[src/rtl/multicycle_control_unit_if.sv]
// Control-unit bundle: instruction fields, memory ready handshakes, datapath controls and debug state.
// master = control unit, slave = datapath / environment.
interface multicycle_control_unit_if #(
  parameter int OPCODE_W = 6,
  parameter int FUNC_W   = 5
);
  logic                run;
  logic [OPCODE_W-1:0] opcode;
  logic [FUNC_W-1:0]   func;
  // Ready handshake: a memory step completes in the first cycle its ready is 1 while the
  // unit waits in FETCH/MEM; the strobes stay asserted until then, and ready is ignored elsewhere.
  logic                imem_ready;
  logic                dmem_ready;
  logic                pcWrite;
  logic                irWrite;
  logic [1:0]          regDst;
  logic [1:0]          memToReg;
  logic                regWrite;
  logic                memRead;
  logic                memWrite;
  logic                ALUsrc;
  logic                ALUsel;
  logic                branch;
  logic                jumpAddr;
  logic                lblSel;
  logic [4:0]          ALUop;
  logic [2:0]          state;
  logic                fault;
  logic                illegal;

  modport master (
    input  run, opcode, func, imem_ready, dmem_ready,
    output pcWrite, irWrite, regDst, memToReg, regWrite, memRead, memWrite,
           ALUsrc, ALUsel, branch, jumpAddr, lblSel, ALUop, state, fault, illegal
  );

  modport slave (
    output run, opcode, func, imem_ready, dmem_ready,
    input  pcWrite, irWrite, regDst, memToReg, regWrite, memRead, memWrite,
           ALUsrc, ALUsel, branch, jumpAddr, lblSel, ALUop, state, fault, illegal
  );
endinterface

[src/rtl/multicycle_control_unit.sv]
// Multicycle KGPminiRISC control FSM: FETCH/DECODE/EXEC/MEM/WB with ready waits and timeout fault.
// Optional MCU_ILLEGAL_TRAP_EN: an illegal decode parks the unit in TRAP until reset.
module multicycle_control_unit #(
  parameter int OPCODE_W = 6,
  parameter int FUNC_W   = 5,
  parameter int MAX_WAIT = 15,
  parameter int WAIT_W   = 4
) (
  input logic clk,
  input logic rst,
  multicycle_control_unit_if.master bus
);

  typedef enum logic [2:0] {
    S_IDLE = 3'd0, S_FETCH = 3'd1, S_DECODE = 3'd2, S_EXEC = 3'd3,
    S_MEM = 3'd4, S_WB = 3'd5, S_TRAP = 3'd6
  } state_e;

  typedef enum logic [2:0] {C_ALU, C_LOAD, C_STORE, C_BR, C_ILL} cls_e;

  typedef struct packed {
    cls_e       cls;
    logic [4:0] aluop;
    logic       alusrc;
    logic       alusel;
    logic [1:0] regdst;
    logic [1:0] memtoreg;
    logic       regwrite;
    logic       branch;
    logic       jumpaddr;
    logic       lblsel;
  } dec_t;

  state_e            state_q, state_d, bound;
  dec_t              dec, word_q;
  logic [WAIT_W-1:0] cnt_q;
  logic              cnt_inc, fault_q, fault_set, latch;
  logic [5:0]        op;
  logic [4:0]        fn;
  logic              r_ok, r_src, r_sel, hi_bad;
  logic [4:0]        r_op;

  always_comb begin
    op     = bus.opcode[5:0];
    fn     = bus.func[4:0];
    hi_bad = ((bus.opcode >> 6) != '0) || ((bus.func >> 5) != '0);
    r_ok   = 1'b0;
    r_op   = '0;
    r_src  = 1'b0;
    r_sel  = 1'b0;
    dec    = '0;
    dec.cls = C_ILL;
    case (op)
      6'h00: case (fn)
        5'd0: begin r_ok = 1'b1; r_op = 5'b00001; end
        5'd1: begin r_ok = 1'b1; r_op = 5'b00101; r_sel = 1'b1; end
        default: ;
      endcase
      6'h01: case (fn)
        5'd0: begin r_ok = 1'b1; r_op = 5'b00010; end
        5'd1: begin r_ok = 1'b1; r_op = 5'b00011; end
        default: ;
      endcase
      6'h02: case (fn)
        5'd0: begin r_ok = 1'b1; r_op = 5'b01010; r_src = 1'b1; end
        5'd1: begin r_ok = 1'b1; r_op = 5'b01000; r_src = 1'b1; end
        5'd2: begin r_ok = 1'b1; r_op = 5'b01010; end
        5'd3: begin r_ok = 1'b1; r_op = 5'b01000; end
        5'd4: begin r_ok = 1'b1; r_op = 5'b01001; r_src = 1'b1; end
        5'd5: begin r_ok = 1'b1; r_op = 5'b01001; end
        default: ;
      endcase
      6'h0F: if (fn == 5'd0) begin r_ok = 1'b1; r_op = 5'b00000; end
      6'h03: begin r_ok = 1'b1; r_op = 5'b00001; r_src = 1'b1; end
      6'h04: begin r_ok = 1'b1; r_op = 5'b00101; r_src = 1'b1; r_sel = 1'b1; end
      6'h05: begin
        dec.cls = C_LOAD; dec.aluop = 5'b10101; dec.alusrc = 1'b1;
        dec.regdst = 2'b01; dec.memtoreg = 2'b01; dec.regwrite = 1'b1;
      end
      6'h06: begin dec.cls = C_STORE; dec.aluop = 5'b10101; dec.alusrc = 1'b1; end
      6'h07, 6'h08, 6'h09: begin dec.cls = C_BR; dec.branch = 1'b1; dec.lblsel = 1'b1; end
      6'h0A: begin dec.cls = C_BR; dec.branch = 1'b1; dec.jumpaddr = 1'b1; end
      6'h0B, 6'h0D, 6'h0E: begin dec.cls = C_BR; dec.branch = 1'b1; end
      6'h0C: begin dec.cls = C_BR; dec.branch = 1'b1; dec.regdst = 2'b10; dec.regwrite = 1'b1; end
      default: ;
    endcase
    if (r_ok) begin
      dec.cls = C_ALU; dec.aluop = r_op; dec.alusrc = r_src; dec.alusel = r_sel;
      dec.regwrite = 1'b1; dec.memtoreg = 2'b10;
    end
    if (hi_bad) begin
      dec     = '0;
      dec.cls = C_ILL;
    end
  end

  always_comb begin
    state_d   = state_q;
    bound     = bus.run ? S_FETCH : S_IDLE;
    cnt_inc   = 1'b0;
    fault_set = 1'b0;
    latch     = 1'b0;
    bus.pcWrite = 1'b0; bus.irWrite = 1'b0; bus.regDst = '0; bus.memToReg = '0;
    bus.regWrite = 1'b0; bus.memRead = 1'b0; bus.memWrite = 1'b0; bus.ALUsrc = 1'b0;
    bus.ALUsel = 1'b0; bus.branch = 1'b0; bus.jumpAddr = 1'b0; bus.lblSel = 1'b0;
    bus.ALUop = '0; bus.illegal = 1'b0;
    case (state_q)
      S_IDLE: if (bus.run && !fault_q) state_d = S_FETCH;
      S_FETCH: if (bus.run) begin
        if (bus.imem_ready) begin
          bus.irWrite = 1'b1; bus.pcWrite = 1'b1; state_d = S_DECODE;
        end else if (cnt_q == WAIT_W'(MAX_WAIT)) begin
          fault_set = 1'b1; state_d = S_IDLE;
        end else cnt_inc = 1'b1;
      end
      S_DECODE: begin
        latch = 1'b1;
        if (dec.cls == C_ILL) begin
          bus.illegal = 1'b1;
`ifdef MCU_ILLEGAL_TRAP_EN
          state_d = S_TRAP;
`else
          state_d = S_FETCH;
`endif
        end else state_d = S_EXEC;
      end
      S_EXEC: begin
        bus.branch   = word_q.branch;
        bus.jumpAddr = word_q.jumpaddr;
        bus.lblSel   = word_q.lblsel;
        bus.regWrite = word_q.regwrite && (word_q.cls == C_BR);
        case (word_q.cls)
          C_ALU:           state_d = S_WB;
          C_LOAD, C_STORE: state_d = S_MEM;
          default:         state_d = bound;
        endcase
      end
      S_MEM: begin
        bus.memRead  = (word_q.cls == C_LOAD);
        bus.memWrite = (word_q.cls == C_STORE);
        if (bus.dmem_ready) state_d = (word_q.cls == C_LOAD) ? S_WB : bound;
        else if (cnt_q == WAIT_W'(MAX_WAIT)) begin
          fault_set = 1'b1; state_d = S_IDLE;
        end else cnt_inc = 1'b1;
      end
      S_WB: begin
        bus.regWrite = word_q.regwrite;
        state_d      = bound;
      end
      S_TRAP: bus.illegal = 1'b1;
      default: state_d = S_IDLE;
    endcase
    // Latched ALU/select fields are visible for the whole datapath part of the instruction.
    if (state_q == S_EXEC || state_q == S_MEM || state_q == S_WB) begin
      bus.ALUop    = word_q.aluop;
      bus.ALUsrc   = word_q.alusrc;
      bus.ALUsel   = word_q.alusel;
      bus.regDst   = word_q.regdst;
      bus.memToReg = word_q.memtoreg;
    end
  end

  always_ff @(posedge clk or posedge rst) begin
    if (rst) begin
      state_q <= S_IDLE;
      word_q  <= '0;
      cnt_q   <= '0;
      fault_q <= 1'b0;
    end else begin
      state_q <= state_d;
      if (latch) word_q <= dec;
      if (state_d != state_q) cnt_q <= '0;
      else if (cnt_inc)       cnt_q <= cnt_q + 1'b1;
      if (fault_set) fault_q <= 1'b1;
    end
  end

  assign bus.state = state_q;
  assign bus.fault = fault_q;

endmodule

[src/flat_wrapper.sv]
// flat-port wrapper written by rule: the top's interface ports become plain ports
module multicycle_control_unit_flat 
#(
  parameter int OPCODE_W = 6,
  parameter int FUNC_W   = 5,
  parameter int MAX_WAIT = 15,
  parameter int WAIT_W   = 4
)
  (clk, rst, bus_run, bus_opcode, bus_func, bus_imem_ready, bus_dmem_ready, bus_pcWrite, bus_irWrite, bus_regDst, bus_memToReg, bus_regWrite, bus_memRead, bus_memWrite, bus_ALUsrc, bus_ALUsel, bus_branch, bus_jumpAddr, bus_lblSel, bus_ALUop, bus_state, bus_fault, bus_illegal);
  multicycle_control_unit_if #(.OPCODE_W(OPCODE_W), .FUNC_W(FUNC_W)) bus_i ();
  input logic clk;
  input logic rst;
  input wire logic [$bits(bus_i.run)-1:0] bus_run;
  input wire logic [$bits(bus_i.opcode)-1:0] bus_opcode;
  input wire logic [$bits(bus_i.func)-1:0] bus_func;
  input wire logic [$bits(bus_i.imem_ready)-1:0] bus_imem_ready;
  input wire logic [$bits(bus_i.dmem_ready)-1:0] bus_dmem_ready;
  output wire logic [$bits(bus_i.pcWrite)-1:0] bus_pcWrite;
  output wire logic [$bits(bus_i.irWrite)-1:0] bus_irWrite;
  output wire logic [$bits(bus_i.regDst)-1:0] bus_regDst;
  output wire logic [$bits(bus_i.memToReg)-1:0] bus_memToReg;
  output wire logic [$bits(bus_i.regWrite)-1:0] bus_regWrite;
  output wire logic [$bits(bus_i.memRead)-1:0] bus_memRead;
  output wire logic [$bits(bus_i.memWrite)-1:0] bus_memWrite;
  output wire logic [$bits(bus_i.ALUsrc)-1:0] bus_ALUsrc;
  output wire logic [$bits(bus_i.ALUsel)-1:0] bus_ALUsel;
  output wire logic [$bits(bus_i.branch)-1:0] bus_branch;
  output wire logic [$bits(bus_i.jumpAddr)-1:0] bus_jumpAddr;
  output wire logic [$bits(bus_i.lblSel)-1:0] bus_lblSel;
  output wire logic [$bits(bus_i.ALUop)-1:0] bus_ALUop;
  output wire logic [$bits(bus_i.state)-1:0] bus_state;
  output wire logic [$bits(bus_i.fault)-1:0] bus_fault;
  output wire logic [$bits(bus_i.illegal)-1:0] bus_illegal;
  assign bus_i.run = bus_run;
  assign bus_i.opcode = bus_opcode;
  assign bus_i.func = bus_func;
  assign bus_i.imem_ready = bus_imem_ready;
  assign bus_i.dmem_ready = bus_dmem_ready;
  assign bus_pcWrite = bus_i.pcWrite;
  assign bus_irWrite = bus_i.irWrite;
  assign bus_regDst = bus_i.regDst;
  assign bus_memToReg = bus_i.memToReg;
  assign bus_regWrite = bus_i.regWrite;
  assign bus_memRead = bus_i.memRead;
  assign bus_memWrite = bus_i.memWrite;
  assign bus_ALUsrc = bus_i.ALUsrc;
  assign bus_ALUsel = bus_i.ALUsel;
  assign bus_branch = bus_i.branch;
  assign bus_jumpAddr = bus_i.jumpAddr;
  assign bus_lblSel = bus_i.lblSel;
  assign bus_ALUop = bus_i.ALUop;
  assign bus_state = bus_i.state;
  assign bus_fault = bus_i.fault;
  assign bus_illegal = bus_i.illegal;
  multicycle_control_unit #(.OPCODE_W(OPCODE_W), .FUNC_W(FUNC_W), .MAX_WAIT(MAX_WAIT), .WAIT_W(WAIT_W)) u_core (.clk(clk), .rst(rst), .bus(bus_i));
endmodule
[config.mk]
export PLATFORM = sky130hd
export DESIGN_NAME = multicycle_control_unit_flat
export DESIGN_NICKNAME = d
export VERILOG_FILES = /design/src/rtl/multicycle_control_unit_if.sv /design/src/rtl/multicycle_control_unit.sv /design/src/flat_wrapper.sv
export SDC_FILE = /design/constraint.sdc
export NUM_CORES = 1
export LEC_CHECK = 0
export CAP_MARGIN = 20
export CELL_PAD_IN_SITES_DETAIL_PLACEMENT = 0
export CELL_PAD_IN_SITES_GLOBAL_PLACEMENT = 1
export CORE_MARGIN = 4
export CORE_UTILIZATION = 37
export DETAILED_ROUTE_END_ITERATION = 7
export GPL_TIMING_DRIVEN = 0
export PLACE_DENSITY = 0.84
export SLEW_MARGIN = 20
export SYNTH_ARGS = -nofsm -noshare
export SYNTH_HDL_FRONTEND = slang
export SYNTH_SLANG_ARGS = --single-unit
[constraint.sdc]
create_clock -name clk -period 2.93 [get_ports clk]
set_input_delay 0.293 -clock clk [delete_from_list [all_inputs] [get_ports clk]]
set_output_delay 0.293 -clock clk [all_outputs]
set_load 0.005 [all_outputs]
==> results of run 1 <==
==> through the flow <==
step	TNS (ps)	worst slack, ps
6_report	0	169
5_1_grt	0	26.4
4_1_cts	0	103
3_5_place_dp	-38.6	-38.6
3_3_place_gp	-24.1	-24.1
2_1_floorplan	0	1150
==> worst paths after layout <==
| check | startpoint | end | slack, ps | cells after the start |
|---|---|---|---|---|
| worst max-delay path | bus_func[2] | bus_illegal | 170 | 6 |
| worst min-delay path | bus_opcode[2] | u_core.word_q[1] | 360 | 2 |
| worst max register to register | u_core.cnt_q[0] | u_core.cnt_q[2] | 970 | 6 |
| worst min register to register | u_core.word_q[6] | u_core.word_q[6] | 470 | 2 |
| max in group asynchronous | rst | u_core.cnt_q[0] | 2180 | 2 |
| min in group asynchronous | rst | u_core.bus.state[2] | 380 | 2 |
==> critical path: stages <==
cell and delay, ps:
clkdlybuf4s50_1 510, nor4_2 420, nor4b_1 410, a311oi_2 160
a22o_1 230, clkdlybuf4s50_1 440
==> state kept, by name (all words and copies together), names as in the netlist <==
| register | count |
|---|---|
| u_core.word_q | 18 |
| u_core.bus.fault | 1 |
| u_core.cnt_q | 4 |
| u_core.bus.state | 3 |
==> layout by cell type, fill, tap and decap left out, types with 2 or more instances in the layout <==
cell type / instances
a21o_1: 5
a21oi_1: 12
a22o_1: 2
a31oi_1: 4
and2_1: 12
and2b_1: 2
and3_1: 4
buf_2: 5
buf_4: 3
clkbuf_1: 4
clkbuf_8: 4
clkdlybuf4s50_1: 36
dfrtp_1: 26
inv_1: 5
nand2_1: 22
nand2b_1: 6
nand3_1: 4
nand4_1: 3
nor2_1: 19
nor3_1: 7
nor3b_1: 2
nor4_2: 2
nor4b_1: 3
o21a_1: 2
o21ai_0: 10
xnor2_1: 2
==> power groups by stage <==
stage               clock [mW]  combinational, mW  sequential [mW]
floorplan                    0              0.278            0.545
global placement             0              0.389            0.566
detailed placement           0              0.394            0.571
CTS                      0.242              0.395            0.563
global route             0.258              0.449            0.579
finish                   0.236              0.395            0.561
==> cell usage after synthesis (2+ instances only) <==
| master | n | area (um2) |
|---|---|---|
| inv_1 | 6 | 22.5 |
| o21ai_0 | 10 | 50.1 |
| and2b_1 | 2 | 15.0 |
| a22o_1 | 2 | 17.5 |
| xnor2_1 | 2 | 17.5 |
| nor4b_1 | 3 | 26.3 |
| nor4_1 | 2 | 12.5 |
| dfrtp_1 | 26 | 651 |
| nand2_1 | 22 | 82.6 |
| buf_2 | 5 | 25.0 |
| nor2b_1 | 2 | 12.5 |
| a31oi_1 | 4 | 25.0 |
| o21a_1 | 2 | 15.0 |
| nor3b_1 | 2 | 15.0 |
| nor2_1 | 19 | 71.3 |
| nand4_1 | 3 | 18.8 |
| nor3_1 | 7 | 35.0 |
| and3_1 | 4 | 25.0 |
| nand3_1 | 4 | 20.0 |
| nand2b_1 | 6 | 37.5 |
| clkbuf_1 | 4 | 15.0 |
| a21o_1 | 5 | 37.5 |
| and2_1 | 12 | 75.1 |
| a21oi_1 | 12 | 60.1 |
| buf_4 | 3 | 22.5 |
==> routing by layer <==
metal,GRT usage [%],up-vias
li1,-,777
met1,23.0,734
met2,25.7,45
met3,2.03,2
met4,3.56,0
met5,0,-
==> cell families after synthesis <==
| logic type | after synthesis |
|---|---|
| buf+inv | 18 |
| flops | 26 |
| compound gates | 51 |
| xor+xnor | 3 |
| simple gates | 95 |
| mux | 1 |
| fa+ha+maj | 1 |
==> final cells by class <==
| cell class | instances | area (um2) |
|---|---|---|
| clock buffer | 4 | 55.1 |
| fill | 423 | 2010 |
| multi-input combinational | 151 | 920 |
| tap | 50 | 62.6 |
| inverter | 6 | 22.5 |
| sequential | 26 | 651 |
| buffer | 12 | 62.6 |
| timing repair buffer | 36 | 360 |
==> timing repair <==
action | 4_1_cts | 5_1_grt
setup endpoints to repair | 1 | 11
resized for setup | 1 | 2
setup buffers | 0 | 0
==> results.txt, run 1 <==
Run status: finished, final reports clean
GRT overflow: 0
Seq cells post-synth: 26
CP Capture Type: output pin
Die height: 74.6 um
Vias per inst: 5.47
WHS: 365 ps
Root Buffer: clkbuf_8
Net Switching: 0.396 mW
Yosys warning count: 0
Met2 wire length: 1940 um
Compound-cell area share of the yosys netlist: 20.4%
Required time worst endpoint: 2640 ps
Cell Pwr Density: 559 mW/mm2
Number of flops mapped to enable cells by yosys: 0
Chip width: 74.6 um
Leak: 0.924 nW
FFs w/ async S/R, synth: 100%
Fin util: 51.5%
Final hold viol count: 0
Primary FF master, synth: dfrtp_1
Largest family of logic cells by synthesized area: simple AND/OR/NAND/NOR gates
Tot GR Track Use: 16.0%
GPL Wtd Cong: 0.868
Die area: 0.00556 mm2
Fmax achieved: 362 MHz
Setup violations, final: 0
Clk buf depth: 2
Post-Layout Inst Area: 0.00213 mm2
Synthesized net count: 212
Largest net degree at the start of global routing: 27
Mux contribution to synthesized area: 0.915%
Max-cap viol count: 0
Period utilization: 94.2%
Via count: 1558
Register area share after synthesis: 39.7%
Core ar.: 0.00414 mm2
Startpoint types: input port
Clock sinks: 26
Register share of total power: 47.1%
Initial Util: 39.6%
Unrepaired setup endpoints after global routing: false
Sw Ratio: 33.2%
Finished Layout Cells: 285
Minimum clock period: 2760 ps
WL final: 4120 um
Data arrival, critical path: 2470 ps
Drt wl/cell: 14.5 um
Worst Path Class, Setup: input port to output pin
Internal power: 0.796 mW
Xor/xnor share of the synthesized area: 1.60%
Final setup skew: 7.01 ps
Critical-path maximum fanout: 6
CTS tree: done
Type of the worst min-delay path: input port to flop
DRC Markers: 0
Max Used Layer: met4
Post-synthesis adder-cell area fraction: 0.763%
Syn Std Cell Area: 0.00164 mm2
Post-CTS Hold Buffers: 0
Clk network pwr share: 19.8%
Antenna Cells: 0
Gate Count Post-Synth: 195
Number of global-route vias before repair: 1448
TritonRoute pass-1 iters: 4
Placed Cells: 281
Max-slew violations: 0
Row count: 23
CTS clk-pin slew, worst paths: 90 ps
Nets: 253
Layout cells sized above 1: 9.36%
Overall power: 1.19 mW
Syn avg cell area: 8.41 um2
Synth-to-layout area growth: 30.1%
# IOs: 40
First DRT Iteration DRCs: 104
DRT antenna net count: 0
Placed instance area: 0.00206 mm2
Post-synthesis simple-gate area fraction: 31.5%
Maximum vdd drop: 0.227 mV
PortBufs: 36
Global-route wire length before repair: 6900 um
Worst slew pin tran: 656 ps
Detailed placement HPWL: 3170 um
Clock buffer count from CTS: 3
Combinational power share: 33.1%
Unique masters post-synth: 51
Max-slew headroom: 55.9%
Met1 WL: 1980 um
Detail Route met3 WL: 171 um
Initial antenna violation count: 0
H-tree depth: 1
Clock Latency Late Sink: 270 ps
Note: power is estimated with default switching activity, not from simulation.
==> run 2, diff against run 1 <==
- CORE_ASPECT_RATIO: default -> 0.9
- CTS_BUF_LIST: default -> sky130_fd_sc_hd__clkbuf_4
==> run 2 against run 1 <==
Compared with the run above: flip-flop and latch count unchanged; critical endpoint unchanged; via count increased by 1.3%; critical path depth did not move; total power is 2.1% higher; utilization up 0.28 points.
==> results.txt, run 2 (synthesized netlist as in run 1, its figures left out) <==
DRC Markers: 0 (unchanged)
CTS clk-pin slew, worst paths: 150 ps (+60 ps)
Largest net degree at the start of global routing: 27 (unchanged)
Layout cells sized above 1: 9.79% (+0.43 points)
Period utilization: 94.3% (about the same)
Antenna Cells: 0 (unchanged)
Delay-heaviest family, CP: buffers and inverters
Root Buffer: clkbuf_4
Startpoint types: input port
Initial Util: 39.2% (-0.38 points)
Commonest non-fill, non-tap cells in the layout: clkdlybuf4s50_1, dfrtp_1, nand2_1
Cell Pwr Density: 562 mW/mm2 (+0.58%)
Cell-by-cell trace of the critical path: clkdlybuf4s50_1 > nor4_2 > nor4b_2 > a311oi_4 > a22o_1 > clkdlybuf4s50_1
PortBufs: 36 (unchanged)
Worst slew pin tran: 670 ps (+13.3 ps)
Overall power: 1.22 mW (+2.1%)
Max-cap viol count: 0 (unchanged)
Leak: 0.926 nW (+0.27%)
Tot GR Track Use: 16.1% (+0.16 points)
Core ar.: 0.00418 mm2 (+0.97%)
Commonest non-fill, non-tap cell in the layout: clkdlybuf4s50_1
CTS tree: done
Vias per inst: 5.35 (-2.1%)
Die height: 71.2 um (-4.6%)
Dpl ws: -37.0 ps (+1.56 ps)
Fin worst setup slack: 168 ps (-0.819 ps)
H-tree depth: 1 (unchanged)
Worst path buffer plus inverter count: 2 (unchanged)
Minimum clock period: 2760 ps (+0.819 ps)
Worst Path Class, Setup: input port to output pin
Max-slew headroom: 55.0% (-0.89 points)
Post-Layout Inst Area: 0.00217 mm2 (+1.5%)
Clock buffer count from CTS: 3 (unchanged)
Clock Latency Late Sink: 340 ps (+70 ps)
Critical Path Slowest Stage Cell: clkdlybuf4s50_1
Detailed placement HPWL: 3110 um (-1.7%)
Chip width: 78.2 um (+4.8%)
Run status: finished, final reports clean
Synth-to-layout area growth: 32.0%
Clk buf depth: 2 (unchanged)
Final setup skew: 13.8 ps (+6.78 ps)
Drt wl/cell: 14.3 um (-0.79%)
Max-slew violations: 0 (unchanged)
Data arrival, critical path: 2470 ps (about the same)
Biggest register: u_core.word_q
GRT overflow: 0 (unchanged)
DRT antenna net count: 0 (unchanged)
# IOs: 40 (unchanged)
Via count: 1579 (+1.3%)
Placed instance area: 0.00208 mm2 (+0.61%)
Global-route wire length before repair: 7330 um (+6.3%)
Final hold viol count: 0 (unchanged)
GPL Wtd Cong: 0.877 (+1.0%)
Worst stage delay on the critical path: 520 ps (about the same)
Number of global-route vias before repair: 1555 (+7.4%)
Required time worst endpoint: 2640 ps (about the same)
Largest register FFs: 18 (unchanged)
Row count: 22 (-4.3%)
Fmax achieved: 362 MHz (about the same)
TritonRoute pass-1 iters: 4 (unchanged)
WL final: 4230 um (+2.7%)
Type of the worst min-delay path: input port to flop
CP Capture Type: output pin
Die area: 0.00556 mm2 (about the same)
Nets: 253 (unchanged)
Setup violations, final: 0 (unchanged)
Cell mode on critical path: clkdlybuf4s50_1
Postcts setup bufs: 0 (unchanged)
Initial antenna violation count: 0 (unchanged)
Maximum vdd drop: 0.333 mV (+46%)
First DRT Iteration DRCs: 53 (-49%)
Critical-path maximum fanout: 6 (unchanged)
Clock sinks: 26 (unchanged)
-- run 2: cell count changes in the layout (fill, tap and decap cells not counted) --
| cell | before | now |
|---|---|---|
| nor2b_2 | 1 | 0 |
| clkbuf_4 | 0 | 3 |
| bufinv_16 | 0 | 1 |
| clkbuf_8 | 4 | 0 |
| nor4b_2 | 0 | 1 |
| a311oi_4 | 0 | 1 |
| nor2b_4 | 0 | 1 |
| nor4b_1 | 3 | 2 |
| a311oi_2 | 1 | 0 |
-- run 2: worst paths after layout --
path | depth (start not counted) | slack [ps] | endpoint | startpoint
max in group asynchronous | 2 | 2250 | u_core.word_q[16] | rst
min | 2 | 290 | u_core.word_q[1] | bus_opcode[2]
min reg2reg | 1 | 490 | u_core.word_q[9] | u_core.word_q[9]
min in group asynchronous | 2 | 300 | u_core.word_q[6] | rst
max reg2reg | 6 | 940 | u_core.cnt_q[2] | u_core.cnt_q[0]
max | 6 | 170 | bus_illegal | bus_func[2]
-- run 2: power breakdown --
| part | switching (mW) | internal, mW |
|---|---|---|
| clock network | 0.121 | 0.139 |
| registers | 0.0811 | 0.477 |
| logic | 0.200 | 0.200 |
-- run 2: per-stage QoR --
stage / cells / TNS [ps] / util [%] / hold WS, ps
after global routing: 295 / -40.2 / 51.8 / 288
after global placement: 291 / -26.7 / 49.6 / 455
final: 295 / 0 / 51.8 / 292
after detailed placement: 291 / -37.0 / 49.6 / 460
after CTS: 295 / 0 / 51.0 / 286
after floorplan: 195 / 0 / - / 333
-- run 2: layer usage --
layer | GRT usage [%] | part of all wire [%] | vias up
li1 | - | - | 781
met1 | 22.8 | 49 | 751
met2 | 24.6 | 44 | 43
met3 | 4.07 | 5.4 | 4
met4 | 4.27 | 1.2 | 0
met5 | 0 | 0 | -
-- run 2: final cells by class --
cell class              instances  area (um2)
inverters                       6        22.5
fillers                       446        2020
well taps                      60        75.1
multi-input cells             151         942
repair buffers                 36         360
plain buffers                  12        62.6
flip-flops and latches         26         651
clock buffers                   3        22.5
clock inverters                 1        30.0
-- run 2: repair_timing --
| item | 4_1_cts | 5_1_grt |
|---|---|---|
| gates resized for setup | 1 | 5 |
| hold buffers | 0 | 0 |
| endpoints found under the setup margin | 1 | 11 |
-- run 2: worst register-to-register path: cells and delay by family, from the launching register on --
kind | cells | cell delay [ps]
compound gates | 2 | 290
fa+ha+maj | 1 | 260
flops | 1 | 440
simple gates | 3 | 950
==> patch, RTL diff (config.mk and constraints of run 2) <==
Build with the macro `MCU_ILLEGAL_TRAP_EN` defined.
--- a/src/rtl/multicycle_control_unit.sv
+++ b/src/rtl/multicycle_control_unit.sv
@@ -1,5 +1,7 @@
 // Multicycle KGPminiRISC control FSM: FETCH/DECODE/EXEC/MEM/WB with ready waits and timeout fault.
 // Optional MCU_ILLEGAL_TRAP_EN: an illegal decode parks the unit in TRAP until reset.
+`define MCU_ILLEGAL_TRAP_EN
+
 module multicycle_control_unit #(
   parameter int OPCODE_W = 6,
   parameter int FUNC_W   = 5,
Function: changed (a bounded check fails within 4 cycles, from zero or initial values and one cycle with rst high).
==> patch against run 2 <==
  * Count of clock-buffer cells in the layout is the same
  * Final area grew 4.0%
  * First-iteration DRC count grew 89%
  * Total power grew 22%
  * Combinational power grew 59%
  * Setup slack lost 0.018 ns
  * Sequential cell count is the same
  * Area after synthesis grew 3.6%
  * Clock skew shrank 0.0067 ns
  * Wire length shrank 1.6%
  * Non-clock buffer count grew 2
  * Highest routed layer unchanged
==> patch: results (changes against run 2) <==
metric,value,unit,change
multiplexer share of the synthesized area,0.5891,%,-0.33 points
Rel. slew slack,59.31,%,+4.3 points
outcome,finished clean,,
Vias,1589,,+0.63%
met2 global-route usage,23.08,%,-1.5 points
WL met3,130,um,-43%
WP data arrival,2.49,ns,+0.02 ns
Routed WL,4167,um,-1.6%
Mapped Cells,203,,+4.1%
worst IR drop on VDD,0.0002333,V,-30%
distinct cell type count after synthesis,52,,+2.0%
CP startpoint,bus_opcode[1],,
Post-DP Area,2167,um2,+4.4%
met2 wire length,1799,um,-3.9%
post-synthesis compound-gate area fraction,17.75,%,-2.6 points
dpl hpwl,3210,um,+3.1%
placed cells,304,,+4.5%
Worst Hold Class,primary input to async pin,,
GRT Util Overall,15.53,%,-0.61 points
switching pwr,570.2,uW,+42%
Reg2Reg Capture Point,u_core.cnt_q[3],,
Metal-1 WL,2219,um,+6.6%
Synth Area in XOR/XNOR,3.093,%,+1.5 points
1st-iter DRT viols,100,,+89%
synth top area cells,"dfrtp_1 38%, nand2_1 8.2%, and2_1 4.4%",,
syn_nets,220,,+3.8%
first-pass GRT wire length,7258,um,-1.0%
Place WS,0.1388,ns,+0.1758 ns
synth cell count leaders,"37 x nand2_1, 26 x dfrtp_1, 12 x and2_1, 12 x o21ai_0, 11 x nor2_1",,
PortBufs,39,,+8.3%
Final nets,264,,+4.3%
Max Clock Skew,0.007134,ns,-0.006655 ns
grt met1 use,24.04,%,+1.2 points
Placer Congestion,0.7708,,-12%
reg2reg path depth,7,,+1
critical path peak fanout,10,,+4
"Seq/Total Area, Yosys",38.29,%,-1.4 points
LEAKAGE,0.0009581,uW,+3.5%
"non-filler cells, final",308,,+4.4%
share of cells above drive strength 1,8.537,%,-1.3 points
-- patch: cell count changes after synthesis, moves of 3 or more --
cell      before  now
nand2_1       22   37
nor4b_1        3    0
o211ai_1       1    5
buf_2          5    2
xor2_1         1    5
nand3_1        4    7
a21oi_1       12    8
nor2_1        19   11
clkbuf_1       4    7
-- patch: power groups by stage --
stage                     clock network, uW  registers (uW)  logic, uW
after global routing                    276             621        723
after floorplan                           0             560        414
final                                   255             598        637
after detailed placement                  0             587        649
after CTS                               257             578        661
after global placement                    0             583        642
-- patch: layout make-up --
class                      instances  area, um2
timing repair buffer              40      417.9
clock buffer                       3      22.52
tap                               62      77.57
inverter                           5      18.77
buffer                            10      51.30
clock inverter                     1      30.03
sequential                        26      651.9
multi-input combinational        161      982.2
fill                             465       2180
-- patch: what timing repair did --
item / in CTS / in global routing
endpoints found under the setup margin: 10 / 10
pin swaps: 0 / 0
resized for setup: 2 / 1
endpoints found under the hold margin: 0 / 0
